==> src/rtl/salamander_pkg.sv <==
// Shared types for the Salamander ROM download front-end: loader FSM states,
// default ioctl indexes and the word entry queued towards SDRAM.
package salamander_pkg;

  localparam int unsigned ROM_INDEX_DEF   = 0;
  localparam int unsigned DIP_INDEX_DEF   = 254;
  // Widest word address a 27-bit ioctl byte address can produce.
  localparam int unsigned WORD_ADDR_MAX_W = 26;

  typedef enum logic [1:0] {
    IDLE,
    LOAD,
    FLUSH,
    DONE
  } loaderState_t;

  typedef struct packed {
    logic [WORD_ADDR_MAX_W-1:0] addr;
    logic [15:0]                data;
  } loaderEntry_t;

endpackage

==> src/rtl/rom_loader_fifo.sv <==
// Synchronous FIFO of packed ROM words waiting for their SDRAM write.
// A push while full is dropped unless a pop frees the slot in the same cycle.
module rom_loader_fifo
  import salamander_pkg::*;
#(
  parameter int DEPTH = 8,
  localparam int PTR_W = $clog2(DEPTH),
  localparam int CNT_W = PTR_W + 1
) (
  input  logic             clk,
  input  logic             rst,
  input  logic             push_i,
  input  logic             pop_i,
  input  loaderEntry_t     din_i,
  output loaderEntry_t     dout_o,
  output logic [CNT_W-1:0] count_o,
  output logic             full_o,
  output logic             empty_o
);

  loaderEntry_t     mem [DEPTH];
  logic [PTR_W-1:0] wrPtr_q, rdPtr_q;
  logic [CNT_W-1:0] count_q;
  logic             doPush, doPop;

  assign full_o  = (count_q == CNT_W'(DEPTH));
  assign empty_o = (count_q == '0);
  assign doPop   = pop_i && !empty_o;
  assign doPush  = push_i && (!full_o || doPop);
  assign dout_o  = mem[rdPtr_q];
  assign count_o = count_q;

  always_ff @(posedge clk) begin
    if (doPush) mem[wrPtr_q] <= din_i;
  end

  // Pointers wrap naturally because DEPTH is a power of two.
  always_ff @(posedge clk or posedge rst) begin
    if (rst) begin
      wrPtr_q <= '0;
      rdPtr_q <= '0;
      count_q <= '0;
    end else begin
      if (doPush) wrPtr_q <= wrPtr_q + PTR_W'(1);
      if (doPop)  rdPtr_q <= rdPtr_q + PTR_W'(1);
      case ({doPush, doPop})
        2'b10:   count_q <= count_q + CNT_W'(1);
        2'b01:   count_q <= count_q - CNT_W'(1);
        default: count_q <= count_q;
      endcase
    end
  end

endmodule

==> src/rtl/salamander_rom_loader.sv <==
// hps_io download front-end: packs ROM bytes into 16-bit SDRAM writes, latches DIP bytes.
// Define ROM_LOADER_CKSUM_EN to add the o_CKSUM running byte sum of the ROM image.
module salamander_rom_loader
  import salamander_pkg::*;
#(
  parameter int FIFO_DEPTH = 8,
  parameter int ADDR_W     = 25,
  parameter int ROM_INDEX  = ROM_INDEX_DEF,
  parameter int DIP_INDEX  = DIP_INDEX_DEF
) (
  input  logic              i_EMU_MCLK,
  input  logic              i_EMU_INITRST,
  input  logic [15:0]       ioctl_index,
  input  logic              ioctl_download,
  input  logic [26:0]       ioctl_addr,
  input  logic [7:0]        ioctl_data,
  input  logic              ioctl_wr,
  output logic              ioctl_wait,
  output logic              o_SDR_REQ,
  output logic [ADDR_W-1:0] o_SDR_ADDR,
  output logic [15:0]       o_SDR_DATA,
  input  logic              i_SDR_ACK,
  output logic [63:0]       o_DIP,
  output logic              o_ROM_READY,
`ifdef ROM_LOADER_CKSUM_EN
  output logic [15:0]       o_CKSUM,
`endif
  output logic              o_OVERFLOW
);

  localparam int CNT_W = $clog2(FIFO_DEPTH) + 1;

  loaderState_t      state_q, state_d;
  loaderEntry_t      fifoDin, fifoDout;
  logic [CNT_W-1:0]  fifoCount;
  logic              fifoPush, fifoPop, fifoFull, fifoEmpty;
  logic              romSel, romWr, dipWr, padPush, startLoad;
  logic              half_q, req_q, wait_q, ready_q, overflow_q;
  logic [7:0]        latch_q;
  logic [ADDR_W-1:0] latchAddr_q, sdrAddr_q;
  logic [15:0]       sdrData_q;
  logic [7:0][7:0]   dip_q;
  logic              unusedAddrBits;

  assign romSel    = (ioctl_index == 16'(ROM_INDEX));
  assign romWr     = ioctl_wr && romSel && (state_q == LOAD);
  assign dipWr     = ioctl_wr && (ioctl_index == 16'(DIP_INDEX)) && (ioctl_addr < 27'd8);
  assign fifoPush  = (romWr && ioctl_addr[0]) || padPush;
  assign fifoPop   = req_q && i_SDR_ACK;
  assign startLoad = (state_q == IDLE) && (state_d == LOAD);
  assign unusedAddrBits = ^fifoDout.addr;

  rom_loader_fifo #(.DEPTH(FIFO_DEPTH)) u_fifo (
    .clk    (i_EMU_MCLK),
    .rst    (i_EMU_INITRST),
    .push_i (fifoPush),
    .pop_i  (fifoPop),
    .din_i  (fifoDin),
    .dout_o (fifoDout),
    .count_o(fifoCount),
    .full_o (fifoFull),
    .empty_o(fifoEmpty)
  );

  // In FLUSH a dangling even byte is padded out before the drain check is allowed.
  always_comb begin
    state_d      = state_q;
    padPush      = 1'b0;
    fifoDin.addr = WORD_ADDR_MAX_W'(ioctl_addr[ADDR_W:1]);
    fifoDin.data = {ioctl_data, latch_q};
    case (state_q)
      IDLE:  if (ioctl_download && romSel) state_d = LOAD;
      LOAD:  if (!ioctl_download) state_d = FLUSH;
      FLUSH: begin
        if (half_q) begin
          padPush      = 1'b1;
          fifoDin.addr = WORD_ADDR_MAX_W'(latchAddr_q);
          fifoDin.data = {8'h00, latch_q};
        end else if (fifoEmpty && !req_q) begin
          state_d = DONE;
        end
      end
      default: state_d = IDLE;
    endcase
  end

  always_ff @(posedge i_EMU_MCLK or posedge i_EMU_INITRST) begin
    if (i_EMU_INITRST) begin
      state_q     <= IDLE;
      half_q      <= 1'b0;
      latch_q     <= '0;
      latchAddr_q <= '0;
      ready_q     <= 1'b0;
      overflow_q  <= 1'b0;
      wait_q      <= 1'b0;
    end else begin
      state_q <= state_d;
      wait_q  <= (fifoCount >= CNT_W'(FIFO_DEPTH - 2)) || (state_q == FLUSH);
      if (fifoPush && fifoFull && !fifoPop) overflow_q <= 1'b1;
      if (startLoad) ready_q <= 1'b0;
      else if (state_d == DONE) ready_q <= 1'b1;
      if (startLoad) begin
        half_q <= 1'b0;
      end else if (romWr) begin
        half_q <= !ioctl_addr[0];
        if (!ioctl_addr[0]) begin
          latch_q     <= ioctl_data;
          latchAddr_q <= ioctl_addr[ADDR_W:1];
        end
      end else if (padPush) begin
        half_q <= 1'b0;
      end
    end
  end

  // Address and data are captured when REQ rises so they cannot move until the ACK.
  always_ff @(posedge i_EMU_MCLK or posedge i_EMU_INITRST) begin
    if (i_EMU_INITRST) begin
      req_q     <= 1'b0;
      sdrAddr_q <= '0;
      sdrData_q <= '0;
    end else if (fifoPop) begin
      req_q <= 1'b0;
    end else if (!req_q && !fifoEmpty) begin
      req_q     <= 1'b1;
      sdrAddr_q <= fifoDout.addr[ADDR_W-1:0];
      sdrData_q <= fifoDout.data;
    end
  end

  always_ff @(posedge i_EMU_MCLK or posedge i_EMU_INITRST) begin
    if (i_EMU_INITRST) dip_q <= '0;
    else if (dipWr) dip_q[ioctl_addr[2:0]] <= ioctl_data;
  end

`ifdef ROM_LOADER_CKSUM_EN
  logic [15:0] cksum_q;

  always_ff @(posedge i_EMU_MCLK or posedge i_EMU_INITRST) begin
    if (i_EMU_INITRST) cksum_q <= '0;
    else if (startLoad) cksum_q <= '0;
    else if (fifoPush && (!fifoFull || fifoPop))
      cksum_q <= cksum_q + 16'(fifoDin.data[15:8]) + 16'(fifoDin.data[7:0]);
  end

  assign o_CKSUM = cksum_q;
`endif

  assign ioctl_wait  = wait_q;
  assign o_SDR_REQ   = req_q;
  assign o_SDR_ADDR  = sdrAddr_q;
  assign o_SDR_DATA  = sdrData_q;
  assign o_DIP       = dip_q;
  assign o_ROM_READY = ready_q;
  assign o_OVERFLOW  = overflow_q;

endmodule

==> config.mk <==
export PLATFORM = sky130hd
export DESIGN_NAME = salamander_rom_loader
export DESIGN_NICKNAME = d
export VERILOG_FILES = /design/src/rtl/salamander_pkg.sv /design/src/rtl/rom_loader_fifo.sv /design/src/rtl/salamander_rom_loader.sv
export SDC_FILE = /design/constraint.sdc
export NUM_CORES = 1
export LEC_CHECK = 0
export BUFFER_PORTS_ARGS = -buffer_cell sky130_fd_sc_hd__buf_2
export CAP_MARGIN = 20
export CORE_ASPECT_RATIO = 1.25
export CORE_MARGIN = 4
export CORE_UTILIZATION = 25
export CTS_CLUSTER_SIZE = 12
export DETAILED_ROUTE_END_ITERATION = 8
export SYNTH_ARGS = -nofsm -noshare
export SYNTH_HDL_FRONTEND = slang
export SYNTH_SLANG_ARGS = --single-unit
==> constraint.sdc <==
create_clock -name i_EMU_MCLK -period 7.2 [get_ports i_EMU_MCLK]
set_input_delay 1.44 -clock i_EMU_MCLK [delete_from_list [all_inputs] [get_ports i_EMU_MCLK]]
set_output_delay 1.44 -clock i_EMU_MCLK [all_outputs]
set_load 0.02 [all_outputs]
# Word level (Yosys, flattened, before mapping)
# Memories as Yosys holds them, arrays and structs flattened. A register that Yosys moved wholly into a read port is not among the register bits.
# Cells that the tools add are included.
# totals
elab_cells,93
ff_bits,114
output_inout_bits,109
inputBits,56
mem_bits_rw,328
mem_bits_ro,0
latchBits,0
n_memories,1
# classes
bitwise_logic,3
n_reduce_logical,32
mux,22
eq_ne,8
n_div,0
n_mul,0
n_addsub,4
magnitude_cmp,4
shifts,0
# memory_table
name,words,word_bits,rd,rd_clocked_by_memory_dff,write_ports,line_no,source
u_fifo.mem,8,41,1,1,1,rom_loader_fifo.sv:21,loaderEntry_t mem [DEPTH];
# op_table
op,count
two-way mux 41 bit,2
bitwise mux 64 bit,1
"< comparator 27 x 4 -> 1 bit, second input constant",1
demux 8 bit (select 3 bit),1
"equality test 16 x 8 -> 1 bit, second input constant",1
zero test 16 bit,1
logical AND 1 bit,15
two-way mux 1 bit,11
two-way mux 2 bit,4
two-way mux 8 bit,1
one-hot mux 4 bit (2 select lines),1
"adder 3 x 1 -> 3 bit, second input constant",2
"equality test 2 x 1 -> 1 bit, second input constant",3
"equality test 2 bit, second input constant",3
one-hot mux 2 bit (3 select lines),1
nonzero test 2 bit,3
zero test 1 bit,5
"adder 4 x 1 -> 4 bit, second input constant",1
"equality test 4 bit, second input constant",1
"greater-or-equal comparator 4 x 3 -> 1 bit, second input constant",1
zero test 4 bit,1
"< comparator 3 x 4 -> 1 bit, second input constant",1
"subtractor 4 x 1 -> 4 bit, second input constant",1
"greater-or-equal comparator 3 x 1 -> 1 bit, second input constant",1
other kinds (6),10

# Depth between registers and ports, before layout
# Gate-level depths: netlist (run 1).
# logic_depth
depth_word,9
depth_mapped,11
mapped_depth_nobuf,11

# Cells and area by module
# Synthesis (run 1) repeated with hierarchy kept, for this count alone.
# unflattened
hier_cells,963
area_unflattened_um2,19366.1
# by_module_without_submodules
module,cells_each,area_per_inst_um2,seq_area_each_um2,instances
rom_loader_fifo,558,13317.8,10339.9,1
salamander_rom_loader,405,6048.3,3628.5,1

# Worst setup path after synthesis (run 1)
# No wires, ideal clock.
# synth_timing
kind,input-to-reg
from,input port ioctl_index[13]
to,memory u_fifo.mem[0][0] in the netlist's numbering (enable)
path_slack_ps,73
setup_time_ps,542
path_buffers,0
cell_stages,5
t_arrival_ps,6585
required_ps,6658
path_cell_list,nor4_1 > nand3_1 > o21ai_1 > nand2_1 > nor4_1
# synth_via
elab_chain_cells,8
# synth_lines
item,line_no,source
from (decl),salamander_rom_loader.sv:13,"input logic [15:0] ioctl_index,"
zero test 16 bit,salamander_rom_loader.sv:45,assign romSel = (ioctl_index == 16'(ROM_INDEX));
logical AND 1 bit (2 in a row),salamander_rom_loader.sv:46,assign romWr = ioctl_wr && romSel && (state_q == LOAD);
logical AND 1 bit,salamander_rom_loader.sv:48,assign fifoPush = (romWr && ioctl_addr[0]) || padPush;
logical OR 1 bit,salamander_rom_loader.sv:48,
logical AND 1 bit,rom_loader_fifo.sv:29,assign doPush = push_i && (!full_o || doPop);
two-way mux 1 bit,rom_loader_fifo.sv:34,if (doPush) mem[wrPtr_q] <= din_i;
two-way mux 1 bit (not written as such),rom_loader_fifo.sv:34,
to (decl),rom_loader_fifo.sv:21,
# No other way between the ends.

# Final worst setup path (run 1)
# layout_timing
from,input port ioctl_index[13]
to,memory u_fifo.mem[6][23] in the netlist's numbering (enable)
# Same word-level chain as after synthesis.

==> results of run 1 <==
area by class of cell:
type                            count  area share
Sequential cell                   483       0.612
Tap cell                          960      0.0535
Clock buffer                       81      0.0650
Clock inverter                     15     0.00774
Timing Repair Buffer              184      0.0450
Antenna cell                        3    0.000334
Multi-Input combinational cell    442       0.216
Inverter                            2    0.000557
worst max-delay path: cells and delay by family:
kind / cells / cell delay, ns
AND/OR/NAND/NOR: 4 / 1.83
AO/OA/AOI/OAI: 1 / 0.64
buffers and inverters: 2 / 0.58
layout by cell type (no fill, tap or decap), types with 7 or more instances in the layout:
cell and instances:
a21oi_1 42, and2_1 9, buf_2 164, buf_4 18, clkbuf_1 23, clkbuf_16 51
clkbuf_8 7, dfrtp_1 152, edfxtp_1 328, mux2_2 125, mux2i_1 43, mux4_2 82
nand2_1 10, nand3_1 7, nor2_1 51, nor4_1 8
per-stage QoR:
step | area, um2 | utilization
after floorplan | 18700 | -
after detailed placement | 20800 | 0.282
after CTS | 22400 | 0.304
after global routing | 22500 | 0.304
final | 22500 | 0.305
after global placement | 20800 | 0.282
power by group through the flow:
stage	logic [uW]	clock network (uW)	registers (uW)
after global placement	1580	0	3360
final	1620	2520	3230
after global routing	1780	2730	3250
after floorplan	1050	0	3380
after CTS	1600	2600	3310
after detailed placement	1590	0	3360
Yosys cell counts, types with 10 or more instances:
library cell / number
nand2_1: 10
a21oi_1: 42
mux2i_1: 43
edfxtp_1: 328
nor2_1: 55
clkbuf_1: 31
mux4_2: 82
dfrtp_1: 155
mux2_2: 125
buf_1: 18
path summary, 6_finish.rpt:
path                                 start                end  slack, ns  cells past startpoint
max                        ioctl_index[13]  u_fifo.mem[6][23]       2.94                      7
min reg2reg                     o_OVERFLOW         o_OVERFLOW       0.48                      1
max reg2reg                     state_q[0]  u_fifo.mem[6][23]       4.00                      6
max in group asynchronous    i_EMU_INITRST          o_DIP[30]       4.86                      4
min in group asynchronous    i_EMU_INITRST      o_SDR_DATA[1]       0.85                      2
min                             o_OVERFLOW         o_OVERFLOW       0.48                      1
kinds of logic (layout without fill, tap and decap cells):
kind of cell,count (synthesis),after routing
flip-flops,483,483
AND/OR/NAND/NOR,128,128
adder cells (fa/ha/maj),3,3
other,0,3
buffers and inverters,52,282
multiplexers,250,250
AO/OA/AOI/OAI,54,54
XOR/XNOR,7,7
routing by layer:
layer  vias up  part of all wire
li1       4234                 -
met1      5007              0.42
met2       269              0.49
met3        55             0.071
met4         2             0.015
met5         -           0.00027
sequential cells by signal (all words and copies together), names as in the netlist, 2 cells and up:
signal,flops
u_fifo.wrPtr_q,3
o_DIP,64
latch_q,8
o_SDR_DATA,16
state_q,2
o_SDR_ADDR,25
u_fifo.rdPtr_q,3
u_fifo.count_o,4
latchAddr_q,25
u_fifo.mem,328
==> run metrics, run 1 <==
largest net degree at the start of global routing=100; Routed WL=44500 um; Worst-path clk slew=0.06 ns; worst-path maximum fanout=26; Post-Place Cells=2069; syn_nets=1036; Combinational Power Share=0.220; clock tree root buffer cell=clkbuf_16; Pwr Total=7380 uW; GP Congestion=0.714; Ys Warns=0; num rows=111; CP arrival=4.53 ns; crit-path cells=buf_2 -> nor4_1 -> nand3_1 -> o21ai_1 -> nand3_1 -> nor2_4 -> buf_4; most used cell, CP=nand3_1; Synth top area share=0.526; grt met1 use=0.145; Cells after Synth=977; GR peak layer=met2; Finished Layout Cells=2170; CP peak stage delay=0.64 ns; M3 GR Usage=0.0315; Clock Skew=0.0532 ns; Final Cycle Share=0.592; asr flop ratio synth=0.321; Area Overhead vs Synth=20.0%; PostCTS Resize Cnt=0; Flop pwr share=0.438; register area=0.0137 mm2; adder-cell area share of the yosys netlist=0.00201; Final nets=1223; Tmin final=4.26 ns; hold slack final=0.485 ns; crit path launch type=primary input; post-synthesis compound-gate area fraction=0.0159; Crit. End Element=register; multiplexer area fraction after synthesis=0.197; Seq/Total Area, Yosys=0.734; TritonRoute pass-1 iters=5; Mean Syn Cell Area=19.2 um2; Setup Slack @ Placement=2.23 ns; vias per cell=4.41; vias in the first global route=10400; Netlist Area Pre-Place=0.0187 mm2; Final Hold Viols=0; Max-cap violations=0; Vert. Die Dim=314 um; Max Fclk=0.235 GHz; outcome=completed; Hold Crit Class=register to register; post-route setup slack=2.94 ns; setup_tns=0 ns; synth top area cells=edfxtp_1 (53%), dfrtp_1 (21%), mux4_2 (9.9%); fill count=7169; Synth cell types=42; Detailed Place HPWL=27300 um; CTS Buf Count=51; layout cells sized above 1=0.397; initial DRC count=599; grt total ovfl=0; total count of max-transition violations in the final report=0; Slew headroom=0.301; post-CTS setup buffer count=0; htree depth=2; leakage power=0.00844 uW; Initial Utilization=0.254; pwr dens=328 mW/mm2; # DRC=0; IO Pins=165; Core Region=0.0737 mm2; unrepaired setup endpoints after global routing=no; Post-Synth Simple-Gate Area=0.0379; number of synthesized flops with an enable pin=328; antenna viol nets, final=0; power share of the clock group=0.342; switching pwr=2120 uW; cts hold-fix bufs=0; register bit total from synthesis=483; Port Buffer Count=164; CTS tree=built; Multi-input gate area=0.00486 mm2; slew of the pin with the lowest slew margin=1.05 ns; initial antenna violation count=6; GR Util met2=0.187; Pint=5260 uW; worst path required time=7.47 ns; Worst VDD drop=0.000197 V; highest-delay cell along the critical path=o21ai_1; CTS Buffer Depth=3; die span in x=253 um; Total GRT Usage=0.112; wire per inst=20.5 um; Most used DFF post-synth=edfxtp_1; area leader, netlist=edfxtp_1; first-pass GRT wire length=67000 um; WS Path Type=primary input to register; # setup viols final=0; clk sinks=483; Synth Area in XOR/XNOR=0.00328; Clock Latency Late Sink=0.62 ns; Sw Ratio=0.287; die area=0.0793 mm2; largest family of logic cells by synthesized area=multiplexers; DR vias=9567
No activity file was read; power rests on OpenSTA's default activity.
==> inputs of run 2 (changes only) <==
clock period = 4 ns   (was 7.2 ns; I/O delays follow)
==> run 2 against run 1 <==
Against the previous run:
- clock skew shrank 0.026 ns
- final cell count up 1.4%
- sequential cell count unchanged
- critical path type unchanged
- non-clock buffer count rose by 27
- count of clock-buffer cells in the layout decreased by 1
- largest power group unchanged
==> run metrics, run 2 (synthesized netlist as in run 1, its figures left out) <==
unrepaired setup endpoints after global routing=no; Final Cycle Share=0.709; Core Region=0.0737 mm2 (unchanged); GP Congestion=0.757 (+6.0%); vias per cell=4.43 (+0.50%); worst path required time=4.49 ns (-2.98 ns); Setup Slack @ Placement=0.570 ns (-1.66 ns); max reg flops=328 (unchanged); initial antenna violation count=7 (+1); Multi-input gate area=0.00489 mm2 (+0.70%); TritonRoute pass-1 iters=5 (unchanged); die span in x=253 um (unchanged); largest net degree at the start of global routing=83 (-17%); Initial Utilization=0.254 (unchanged); CP arrival=3.32 ns (-1.21 ns); Detailed Place HPWL=28600 um (+4.6%); crit path launch type=primary input; r2r worst-path depth=6 (unchanged); flop-to-flop setup slack=1.39 ns (-2.61 ns); Biggest register=u_fifo.mem; Sw Ratio=0.287 (about the same); crit-path cells=buf_2 -> nor4b_1 -> nand4_1 -> or4_1 -> buf_4 -> nor4b_4 -> buf_4 -> mux2_2; Hold Crit Class=primary input to asynchronous set/reset pin; DR vias=9748 (+1.9%); Worst VDD drop=0.000325 V (+65%); Crit. path cell count=8 (+1); layout cells sized above 1=0.411 (+0.0140); IO Pins=165 (unchanged); most common cell after layout, fill and taps aside=edfxtp_1; Worst-path clk slew=0.06 ns (about the same); Clock Latency Late Sink=0.61 ns (about the same); WS Path Type=primary input to register; clk sinks=483 (unchanged); switching pwr=3860 uW (+83%); Final nets=1250 (+2.2%); clock tree root buffer cell=clkbuf_16; Pint=9600 uW (+83%); CP peak stage delay=0.61 ns (-0.03 ns); Post-Place Cells=2098 (+1.4%); total count of max-transition violations in the final report=0 (unchanged); Slew headroom=0.344 (+0.0423); Port Buffer Count=164 (unchanged); CTS Buffer Depth=3 (unchanged); Max Fclk=0.353 GHz; leakage power=0.00864 uW (+2.3%); Area Overhead vs Synth=22.4%; CTS tree=built; Clock Skew=0.0271 ns (-0.0261 ns); worst-path maximum fanout=8 (-69%); die area=0.0793 mm2 (unchanged); vias in the first global route=10700 (+3.0%); outcome=completed; wire per inst=20.9 um (+1.6%); post-CTS setup buffer count=0 (unchanged); slew of the pin with the lowest slew margin=0.985 ns (-0.0634 ns); grt total ovfl=0 (unchanged); Routed WL=45900 um (+3.0%); pwr dens=588 mW/mm2 (+79%); first-pass GRT wire length=69100 um (+3.1%); hold slack final=0.317 ns (-0.168 ns); Tmin final=2.84 ns; cts hold-fix bufs=0 (unchanged); commonest cells after routing, fill and taps aside=edfxtp_1 (328), buf_2 (164), dfrtp_1 (152); Final Hold Viols=0 (unchanged); Total GRT Usage=0.116 (+0.00437); antenna viol nets, final=0 (unchanged); # setup viols final=0 (unchanged); PostCTS Resize Cnt=0 (unchanged); Max-cap violations=0 (unchanged); Vert. Die Dim=314 um (unchanged); register area=0.0137 mm2 (unchanged); Finished Layout Cells=2200 (+1.4%); Crit. End Element=register; fill count=7095 (-1.0%); cell family with the largest share of critical-path delay=simple AND/OR/NAND/NOR gates; highest-delay cell along the critical path=or4_1; initial DRC count=564 (-5.8%); Flop pwr share=0.441 (+0.003); setup_tns=0 ns (unchanged); crit path buf inv count=3 (+1); Combinational Power Share=0.210 (-0.010); power share of the clock group=0.349 (+0.007); CTS Buf Count=51 (unchanged); post-route setup slack=1.16 ns (-1.78 ns); htree depth=2 (unchanged); num rows=111 (unchanged); # DRC=0 (unchanged); most used cell, CP=buf_4
[run 2: path summary, 6_finish.rpt]
check | start | to
hold / removal | i_EMU_INITRST | o_DIP[63]
setup / recovery | ioctl_addr[25] | o_DIP[39]
max in group asynchronous | i_EMU_INITRST | o_DIP[35]
min in group i_EMU_MCLK | ioctl_addr[22] | latchAddr_q[21]
hold reg to reg | o_OVERFLOW | o_OVERFLOW
setup reg to reg | state_q[0] | u_fifo.mem[4][2]
[run 2: through the flow]
step	cell area (um2)	total power [uW]	util
floorplan	18800	7970	-
CTS	22900	13700	0.311
global placement	21200	8940	0.288
global route	22900	14200	0.311
finish	22900	13500	0.311
detailed placement	21200	8970	0.288
[run 2: area by class of cell]
type                       instances  share of cell area
tap                              960              0.0524
antenna                            6            0.000655
timing repair buffer             211              0.0605
inverter                           2            0.000491
clock inverter                    16             0.00956
multi-input combinational        442               0.213
sequential                       483               0.599
clock buffer                      80              0.0636
[run 2: per-layer routing]
metal / global-route usage / part of all wire / vias to the layer above
met3: 0.0348 / 0.073 / 55
met2: 0.196 / 0.49 / 243
met5: 0 / 0 / -
met1: 0.146 / 0.41 / 5161
li1: - / - / 4289
met4: 0.0296 / 0.019 / 0
[run 2: power by group through the flow]
| stage | logic (uW) | registers, uW | clock network, uW |
|---|---|---|---|
| 3_3_place_gp | 2890 | 6050 | 0 |
| 2_1_floorplan | 1890 | 6080 | 0 |
| 3_5_place_dp | 2910 | 6050 | 0 |
| 5_1_grt | 3090 | 5990 | 5090 |
| 4_1_cts | 2920 | 5950 | 4870 |
| 6_report | 2830 | 5930 | 4710 |
[run 2: worst register-to-register path: stages (launching register included)]
cell and delay (ns):
dfrtp_1 0.47, nor2b_1 0.17, nand4_1 0.16, o21ai_1 0.35, nand3_1 0.30, nor3_4 0.60
buf_4 0.27
